## config.mk

```make
export PLATFORM = sky130hd
export DESIGN_NAME = uart_program_loader
export DESIGN_NICKNAME = d
export VERILOG_FILES = /design/src/rtl/uart_program_loader.sv
export SDC_FILE = /design/constraint.sdc
export NUM_CORES = 1
export LEC_CHECK = 0
export CAP_MARGIN = 10
export CORE_ASPECT_RATIO = 1.2
export CORE_MARGIN = 5
export CORE_UTILIZATION = 57
export DETAILED_ROUTE_END_ITERATION = 10
export PLACE_DENSITY = 0.89
export SYNTH_ARGS = -nofsm -noshare
export SYNTH_HDL_FRONTEND = slang
export SYNTH_SLANG_ARGS = --single-unit
```

## constraint.sdc

```tcl
create_clock -name clk -period 2.64 [get_ports clk]
set_input_delay 0.792 -clock clk [delete_from_list [all_inputs] [get_ports clk]]
set_output_delay 0.792 -clock clk [all_outputs]
set_load 0.02 [all_outputs]
```

## src/rtl/uart_program_loader.sv

```systemverilog
// Serial boot loader: receives a framed program image over UART and writes
// 16-bit words into instruction memory from address 0, holding the core in reset.
module uart_program_loader #(
  parameter int unsigned CLKS_PER_BIT = 434,
  parameter int unsigned ADDR_W       = 8
) (
  input  logic              clk,
  input  logic              rst,
  input  logic              rx,
  input  logic              load_en,
  output logic              mem_wren,
  output logic [ADDR_W-1:0] mem_addr,
  output logic [15:0]       mem_data,
  output logic              cpu_hold,
  output logic              busy,
  output logic              done,
  output logic              err,
  output logic [ADDR_W:0]   word_count
);

  localparam int unsigned   CW   = $clog2(CLKS_PER_BIT);
  localparam logic [CW-1:0] FULL = CW'(CLKS_PER_BIT - 1);
  localparam logic [CW-1:0] HALF = CW'(CLKS_PER_BIT / 2 - 1);
  localparam int unsigned   CAP  = 1 << ADDR_W;

  typedef enum logic [1:0] {RX_IDLE, RX_START, RX_DATA, RX_STOP} rx_state_t;
  typedef enum logic [3:0] {
    IDLE, SYNC, LEN_HI, LEN_LO, DATA_HI, DATA_LO, CHECK, DONE, ERROR
  } state_t;

  rx_state_t       rx_state;
  logic            rx_meta, rx_sync;
  logic [CW-1:0]   tick;
  logic [2:0]      bit_idx;
  logic [7:0]      shift;
  logic [7:0]      rx_byte;
  logic            byte_valid, frame_err;

  state_t          state;
  logic [7:0]      len_hi, data_hi, chk;
  logic [ADDR_W:0] len;
  logic            drop_hold;
  logic [15:0]     len_word;

  assign len_word = {len_hi, rx_byte};

  always_ff @(posedge clk) begin
    if (!rst) begin
      rx_meta    <= 1'b1;
      rx_sync    <= 1'b1;
      rx_state   <= RX_IDLE;
      tick       <= '0;
      bit_idx    <= '0;
      shift      <= '0;
      rx_byte    <= '0;
      byte_valid <= 1'b0;
      frame_err  <= 1'b0;
    end else begin
      rx_meta    <= rx;
      rx_sync    <= rx_meta;
      byte_valid <= 1'b0;
      frame_err  <= 1'b0;
      case (rx_state)
        RX_IDLE: begin
          tick <= '0;
          if (!rx_sync) rx_state <= RX_START;
        end
        RX_START: begin
          if (tick == HALF) begin
            tick     <= '0;
            bit_idx  <= '0;
            rx_state <= rx_sync ? RX_IDLE : RX_DATA;
          end else begin
            tick <= tick + 1'b1;
          end
        end
        RX_DATA: begin
          if (tick == FULL) begin
            tick    <= '0;
            shift   <= {rx_sync, shift[7:1]};
            bit_idx <= bit_idx + 1'b1;
            if (bit_idx == 3'd7) rx_state <= RX_STOP;
          end else begin
            tick <= tick + 1'b1;
          end
        end
        RX_STOP: begin
          if (tick == FULL) begin
            tick     <= '0;
            rx_state <= RX_IDLE;
            if (rx_sync) begin
              rx_byte    <= shift;
              byte_valid <= 1'b1;
            end else begin
              frame_err <= 1'b1;
            end
          end else begin
            tick <= tick + 1'b1;
          end
        end
        default: rx_state <= RX_IDLE;
      endcase
    end
  end

  always_ff @(posedge clk) begin
    if (!rst) begin
      state      <= IDLE;
      mem_wren   <= 1'b0;
      mem_addr   <= '0;
      mem_data   <= '0;
      cpu_hold   <= 1'b0;
      busy       <= 1'b0;
      done       <= 1'b0;
      err        <= 1'b0;
      word_count <= '0;
      len_hi     <= '0;
      data_hi    <= '0;
      chk        <= '0;
      len        <= '0;
      drop_hold  <= 1'b0;
    end else begin
      mem_wren  <= 1'b0;
      drop_hold <= 1'b0;
      // cpu_hold is released the cycle after done rises
      if (drop_hold) cpu_hold <= 1'b0;
      if (frame_err && (state inside {LEN_HI, LEN_LO, DATA_HI, DATA_LO, CHECK})) begin
        state <= ERROR;
      end else begin
        case (state)
          IDLE: begin
            if (load_en) begin
              state      <= SYNC;
              done       <= 1'b0;
              err        <= 1'b0;
              word_count <= '0;
            end
          end
          SYNC: begin
            if (byte_valid && rx_byte == 8'hA5) begin
              state    <= LEN_HI;
              busy     <= 1'b1;
              cpu_hold <= 1'b1;
              chk      <= '0;
            end
          end
          LEN_HI: begin
            if (byte_valid) begin
              len_hi <= rx_byte;
              state  <= LEN_LO;
            end
          end
          LEN_LO: begin
            if (byte_valid) begin
              if (len_word == '0 || 32'(len_word) > CAP) begin
                state <= ERROR;
              end else begin
                len   <= (ADDR_W + 1)'(len_word);
                state <= DATA_HI;
              end
            end
          end
          DATA_HI: begin
            if (byte_valid) begin
              data_hi <= rx_byte;
              chk     <= chk ^ rx_byte;
              state   <= DATA_LO;
            end
          end
          DATA_LO: begin
            if (byte_valid) begin
              mem_wren   <= 1'b1;
              mem_addr   <= word_count[ADDR_W-1:0];
              mem_data   <= {data_hi, rx_byte};
              chk        <= chk ^ rx_byte;
              word_count <= word_count + 1'b1;
              state      <= ((word_count + 1'b1) == len) ? CHECK : DATA_HI;
            end
          end
          CHECK: begin
            if (byte_valid) state <= (rx_byte == chk) ? DONE : ERROR;
          end
          DONE: begin
            done      <= 1'b1;
            busy      <= 1'b0;
            drop_hold <= 1'b1;
            state     <= IDLE;
          end
          ERROR: begin
            err   <= 1'b1;
            busy  <= 1'b0;
            state <= IDLE;
          end
          default: state <= IDLE;
        endcase
      end
    end
  end

endmodule
```

[Yosys cells after proc, flatten, opt, wreduce, memory -nomap -nowiden]
Cells that the tools add are included.
Operators by class
  add/sub/neg operators: 3
  equal/unequal tests: 37
  bitwise logic cells: 5
  muxes and demuxes: 44
  $lt $le $gt $ge: 1
  reductions and logical operators: 34
Operators with widths (count)
  2-to-1 mux 4 bit: 10
  2-to-1 mux 9 bit: 4
  case mux 4 bit (7 select lines): 1
  case mux 9 bit (3 select lines): 1
  AND reduction 3 bit: 9
  != test 2 bit, second input constant: 12
  adder 9 x 1 -> 9 bit, second input constant: 2
  case mux 9 bit (2 select lines): 1
  == test 4 x 3 -> 1 bit, second input constant: 4
  > comparator 16 x 9 -> 1 bit, second input constant: 1
  logical NOT 16 bit: 1
  2-to-1 mux 8 bit: 2
  case mux 8 bit (2 select lines): 1
  != test 3 x 2 -> 1 bit, second input constant: 5
  2-to-1 mux 2 bit: 7
  AND reduction 7 bit: 2
  AND reduction 4 bit: 3
  nonzero test 2 bit: 6
  2-to-1 mux 1 bit: 10
  == test 9 x 8 -> 1 bit, second input constant: 1
  == test 9 bit: 1
  == test 9 bit, second input constant: 1
  == test 4 x 2 -> 1 bit, second input constant: 2
  == test 8 bit: 1
  other kinds (24): 36
Storage, ports and cells
  output and inout bits: 38
  word-level logic and storage cells: 148
  input port bits: 4
  flip-flop bits (word level): 110

[Logic depth before layout (Yosys ltp)]
Gate-level depths: netlist of run 1.
  depth in word-level cells: 6
  gate-level depth with buffers: 8
  mapped depth without buffers: 8

[Worst setup path after synthesis of run 1]
Ideal clock, no wire load.
  kind: flip-flop to flip-flop
  start: register word_count[0]
  end: register state[1]
  clock period less this slack: 2330 ps
  setup time: 101 ps
  data required time: 2539 ps
  stages on the path, launching flop included: 8
  data arrival time: 2229 ps
  path buffers: 1
  slack: 310 ps
  cells stage by stage: dfxtp_1 > ha_1 > buf_4 > nand3_1 > a2111oi_0 > o211ai_1 > or4_1 > o41ai_1
Between the ends
  longest elaborated chain between the ends: 5
RTL lines
  start: declaration: line 18  | output logic [ADDR_W:0] word_count
  start signal: assignment: line 176  | word_count <= word_count + 1'b1;
  adder 9 x 1 -> 9 bit: line 177  | state <= ((word_count + 1'b1) == len) ? CHECK : DATA_HI;
  == test 9 bit: line 177
  2-to-1 mux 2 bit: line 177
  2-to-1 mux 4 bit: line 171  | if (byte_valid) begin
  case mux 4 bit (7 select lines): line 130  | case (state)
  end signal: assignment: line 177
  end signal: assignment: line 181  | if (byte_valid) state <= (rx_byte == chk) ? DONE : ERROR;
  end: declaration: line 39  | state_t state;
Every way passes these cells. The select of a mux whose other input is x is not followed.
A chain may end at the register's enable or synchronous reset.

[Worst setup path in the final report of run 1]
  start: register word_count[1]
  end: register state[1]
The elaborated chain is that of the path after synthesis.

==> results of run 1 <==
## synth_stat cells, types with 2 or more instances
cell       number
a2111oi_0       3
a21o_1          4
a21oi_1        50
a31oi_1         6
and2_1          4
and2b_1         2
and3_1          4
buf_1           2
buf_2          10
buf_4           3
buf_6           3
clkbuf_1       17
dfxtp_1       110
ha_1            6
inv_1          12
mux2i_1        38
nand2_1        79
nand2b_1        3
nand3_1        12
nand3b_1        2
nand4_1         7
nand4b_1        4
nor2_1         89
nor2b_1        15
nor3_1          7
nor3b_1         5
nor4_1          4
nor4b_1         3
o211ai_1       10
o21ai_0        21
o21ai_1         2
or2_2           2
or3_1           3
or4_1           2
xnor2_1         8
xor2_1         12
## layer usage
| layer | share of wire | global-route usage |
|---|---|---|
| met4 | 0.027 | 0.107 |
| met2 | 0.51 | 0.390 |
| met5 | 0 | 0 |
| met1 | 0.41 | 0.251 |
| met3 | 0.048 | 0.0392 |
## per-stage QoR
step           setup WS (ps)  instance area, um2  utilization  hold slack (ps)
2_1_floorplan            310                4890            -              386
4_1_cts                  200                5590        0.660              414
3_3_place_gp            49.8                5430        0.640              390
3_5_place_dp            2.24                5430        0.640              392
5_1_grt                 36.1                5590        0.660              434
6_report                 165                5590        0.660              413
## layout make-up
| type | count | area, um2 | area share |
|---|---|---|---|
| multi-input cells | 423 | 2470 | 0.441 |
| flip-flops and latches | 110 | 2200 | 0.394 |
| repair buffers | 60 | 566 | 0.101 |
| well taps | 117 | 146 | 0.0262 |
| clock buffers | 10 | 128 | 0.0228 |
| inverters | 12 | 45.0 | 0.00805 |
| clock inverters | 5 | 41.3 | 0.00738 |
## registers in the layout, summed over array words and instances (netlist names), 3 cells and up, named ones only
register,count
data_hi,8
tick,9
shift,8
mem_data,16
rx_byte,8
bit_idx,3
mem_addr,8
len_hi,8
word_count,9
state,4
len,9
chk,8
## logic make-up after synthesis
group,share of synthesized area
AOI/OAI and AO/OA,0.127
DFF,0.450
buffers and inverters,0.0455
adders and majority gates,0.0153
xor gates and xnor gates,0.0358
and+or+nand+nor,0.248
muxes,0.0778
## power groups by stage
stage	logic (mW)	registers, mW	clock network [mW]
after global placement	0.299	1.74	0
after detailed placement	0.302	1.74	0
after floorplan	0.235	1.73	0
final	0.309	1.70	0.910
after CTS	0.304	1.70	0.932
after global routing	0.341	1.71	1.02
## worst max-delay path: cells and delay by family (launching register included)
kind	cells	cell delay (ps)
flip-flops	1	480
adder cells (fa/ha/maj)	1	320
XOR/XNOR	1	160
AND/OR/NAND/NOR	1	490
AO/OA/AOI/OAI	3	930
## path summary, 6_finish.rpt
check	from	end	slack [ps]	cells after the start
min reg2reg	rx_meta	rx_sync	410	1
max	word_count[1]	state[1]	170	6
min	rx_meta	rx_sync	410	1
max reg2reg	word_count[1]	state[1]	170	6
==> out/qor.yml, run 1 <==
status: "finished, final reports clean"
finalHoldViolations: 0
nFillCells: 707
clockRootBuffer: "clkbuf_8"
required_ps: 2910
finalMaxSlewViolations: 0
routed_wl_mm: 11.0
p_switching_mw: 0.780
synth-warning-count: 0
mostFrequentLayoutCell: "dfxtp_1"
cp.arrival_ps: 2750
cts_tree: "built"
maxCapViolations: 0
area_growth_pct: 14.4
viasPerCell: 5.68
grt_pass1_vias: 4124
seq_power_share: 0.583
num_vias: 4184
yosys.area.top_type: "dfxtp_1"
htree_levels: 3
yosysUniqueCellTypes: 52
grt_usage: 0.220
relSlewSlack: 0.584
antenna_cells: 0
clk_pin_slew_ps: 90
drc: 0
grt-ovfl-total: 0
finalSetupTns_ps: 0
crit_slowest_cell: "or4_1"
clkPwrFrac: 0.312
finalClockSkew_ps: 11.5
critical-path-max-stage-delay_ps: 490
min_path_type: "flop to flop"
dieWidth_um: 94.6
post-dp-hpwl_mm: 7.84
netlist_area_mm2: 0.00489
grt_first_pass_wirelength_mm: 18.8
antenna_left: 0
antenna_found_initial: 0
clock_latency_ps: 380
die_area_mm2: 0.0105
instances_no_fill: 737
final_cell_mix: "110 x dfxtp_1, 89 x nor2_1, 79 x nand2_1"
async_reset_ff_frac: 0
start_util: 0.577
cts_setup_buffers: 0
synthCells: 580
worstPathMaxFanout: 6
drt_iter0_drc: 241
critPathKind: "flop to flop"
power_density_mw_per_mm2: 522
rows: 37
synth-main-ff-cell: "dfxtp_1"
worstMarginPinSlew_ps: 618
min_period_ps: 2470
power_mw: 2.92
ctsHoldBuffers: 0
path_cells: "ha_1 -> xor2_1 -> a2111oi_0 -> o211ai_1 -> or4_1 -> o41ai_1"
end_kind: "flop"
dp.cells: 722
cts_buffer_depth: 2
timing.final.crit_share: 0.937
setup.worst_path.start_class: "flop"
wl_per_cell_um: 15.0
postSynthRegisterBits: 110
final_nets: 626
pwr-share-comb: 0.106
die_h_um: 111
setup_violations: 0
drive_above_1_share: 0.0710
timing.fmax_mhz: 404
portBuffers: 41
ys_seq_area_frac: 0.450
ir_drop_mv: 0.311
synth_area_leaders: "dfxtp_1 45%, mux2i_1 7.8%, nor2_1 6.8%, nand2_1 6.1%, a21oi_1 5.1%"
leakage_nw: 2.23
num_io_pins: 42
rsz0062_at_grt: "false"
cts_buffers: 9
place.gp.congestion: 0.897
core_area_mm2: 0.00847
grt_max_degree: 75
intPower_mw: 2.14
first_pass_iters: 5
cts_sinks: 110
cts_resized: 0
swShare: 0.267
synth.top_cell.area_share: 0.450
syn_nets: 590
syn_avg_cell_area_um2: 8.43
synth_edf_count: 0
(Power assumes the default switching activity.)
==> run 2: changes to the inputs <==
Clock period 2.64 ns to 2.8 ns, I/O delays scaled along.
==> out/qor.yml, run 2 (synthesis gave the netlist of run 1 again) <==
r2r_start: "state[1]"
drt_iter0_drc: 327
setup_violations: 0
cts_resized: 0
finalClockSkew_ps: 19.6
min_path_type: "flop to flop"
post-dp-hpwl_mm: 7.75
crit_slowest_cell: "or4b_2"
dieWidth_um: 94.6
cts_buffers: 9
start_util: 0.577
p_switching_mw: 0.735
seq_power_share: 0.586
timing.fmax_mhz: 412
nFillCells: 664
maxCapViolations: 0
cts_tree: "built"
clk_pin_slew_ps: 100
portBuffers: 41
grt_first_pass_wirelength_mm: 18.6
antenna_left: 0
intPower_mw: 2.02
grt_usage: 0.216
critPathKind: "flop to flop"
rr_worst_depth: 6
power_density_mw_per_mm2: 494
cp.arrival_ps: 2690
cts_setup_buffers: 0
drc: 0
pwr-share-comb: 0.100
htree_levels: 3
path_cells: "or4b_2 -> nor4_2 -> a21o_1 -> nand2_2 -> o211ai_1 -> o21ai_0"
hold_slack_ps: 422
critPathLaunch: "state[1]"
instances_no_fill: 733
end_kind: "flop"
rsz0062_at_grt: "false"
finalMaxSlewViolations: 0
critical-path-max-stage-delay_ps: 730
drive_above_1_share: 0.0649
worstMarginPinSlew_ps: 660
num_vias: 4205
finalHoldViolations: 0
ctsHoldBuffers: 0
placed_cell_area_mm2: 0.00540
rows: 37
fin_util: 0.657
first_pass_iters: 5
place.gp.congestion: 0.941
worstPathMaxFanout: 14
top_register: "mem_data"
crit_path_end: "chk[2]"
final_cell_mix: "110 x dfxtp_1, 89 x nor2_1, 79 x nand2_1"
mostFrequentLayoutCell: "dfxtp_1"
ir_drop_mv: 0.214
viasPerCell: 5.74
rrSetupSlack_ps: 370
regArea_mm2: 0.00220
timing.final.crit_share: 0.868
final_nets: 622
power_mw: 2.75
die_h_um: 111
antenna_found_initial: 0
routed_wl_mm: 10.8
die_area_mm2: 0.0105
post-place-ws_ps: 132
clkPwrFrac: 0.315
antenna_cells: 0
clockRootBuffer: "clkbuf_8"
dp.cells: 718
num_io_pins: 42
required_ps: 3060
multi_input_area_mm2: 0.00247
min_period_ps: 2430
leakage_nw: 2.21
largest_reg_flops: 16
setup.worst_path.start_class: "flop"
rr_endpoint: "chk[2]"
fin_ws_ps: 371
finalSetupTns_ps: 0
cts_buffer_depth: 2
relSlewSlack: 0.556
wl_per_cell_um: 14.7
area_growth_pct: 13.8
status: "finished, final reports clean"
cts_sinks: 110
grt-ovfl-total: 0
final_area_mm2: 0.00557
core_area_mm2: 0.00847
grt_pass1_vias: 4107
grt_max_degree: 48
clock_latency_ps: 380
swShare: 0.267
## run 2: changes by cell type in the layout (fill, tap and decap cells not counted)
cell,before,now
clkinvlp_4,2,1
clkinv_4,0,1
buf_4,18,14
## run 2: worst min-delay path by stage
| stage | startpoint | to | slack (ps) | cells past startpoint |
|---|---|---|---|---|
| floorplan | rx_meta | rx_sync | 390 | 1 |
| global placement | rx_meta | rx_sync | 390 | 1 |
| detailed placement | rx_meta | rx_sync | 400 | 1 |
| CTS | rx_meta | rx_sync | 430 | 1 |
| global route | rx_meta | rx_sync | 430 | 1 |
| finish | rx_meta | rx_sync | 420 | 1 |
## run 2: metal layers
metal | share of wire | GRT usage | vias up
li1 | - | - | 2051
met1 | 0.41 | 0.247 | 1982
met2 | 0.51 | 0.374 | 141
met3 | 0.051 | 0.0486 | 31
met4 | 0.034 | 0.106 | 0
met5 | 0 | 0 | -
## run 2: power groups by stage
stage	sequential, mW	clock [mW]	combinational (mW)
2_1_floorplan	1.63	0	0.221
3_3_place_gp	1.64	0	0.265
3_5_place_dp	1.65	0	0.269
4_1_cts	1.61	0.885	0.270
5_1_grt	1.62	0.954	0.310
6_report	1.61	0.865	0.275
## run 2: cell type report
| cell class | count | share of cell area |
|---|---|---|
| Timing Repair Buffer | 56 | 0.0962 |
| Clock buffer | 10 | 0.0229 |
| Inverter | 12 | 0.00809 |
| Clock inverter | 5 | 0.00764 |
| Multi-Input combinational cell | 423 | 0.443 |
| Tap cell | 117 | 0.0263 |
| Sequential cell | 110 | 0.396 |
## run 2: critical path: cells and delay by family (launching register included)
family	cells	cell delay [ps]
compound gates	3	510
flops	1	470
simple gates	3	1340
==> run 3: changes to the inputs <==
Settings changed: CAP_MARGIN 10 to default, SKIP_CTS_REPAIR_TIMING from default to 1.
==> results of run 3 <==
Same layout as run 2: the final DEF is identical, and so are final timing and power.
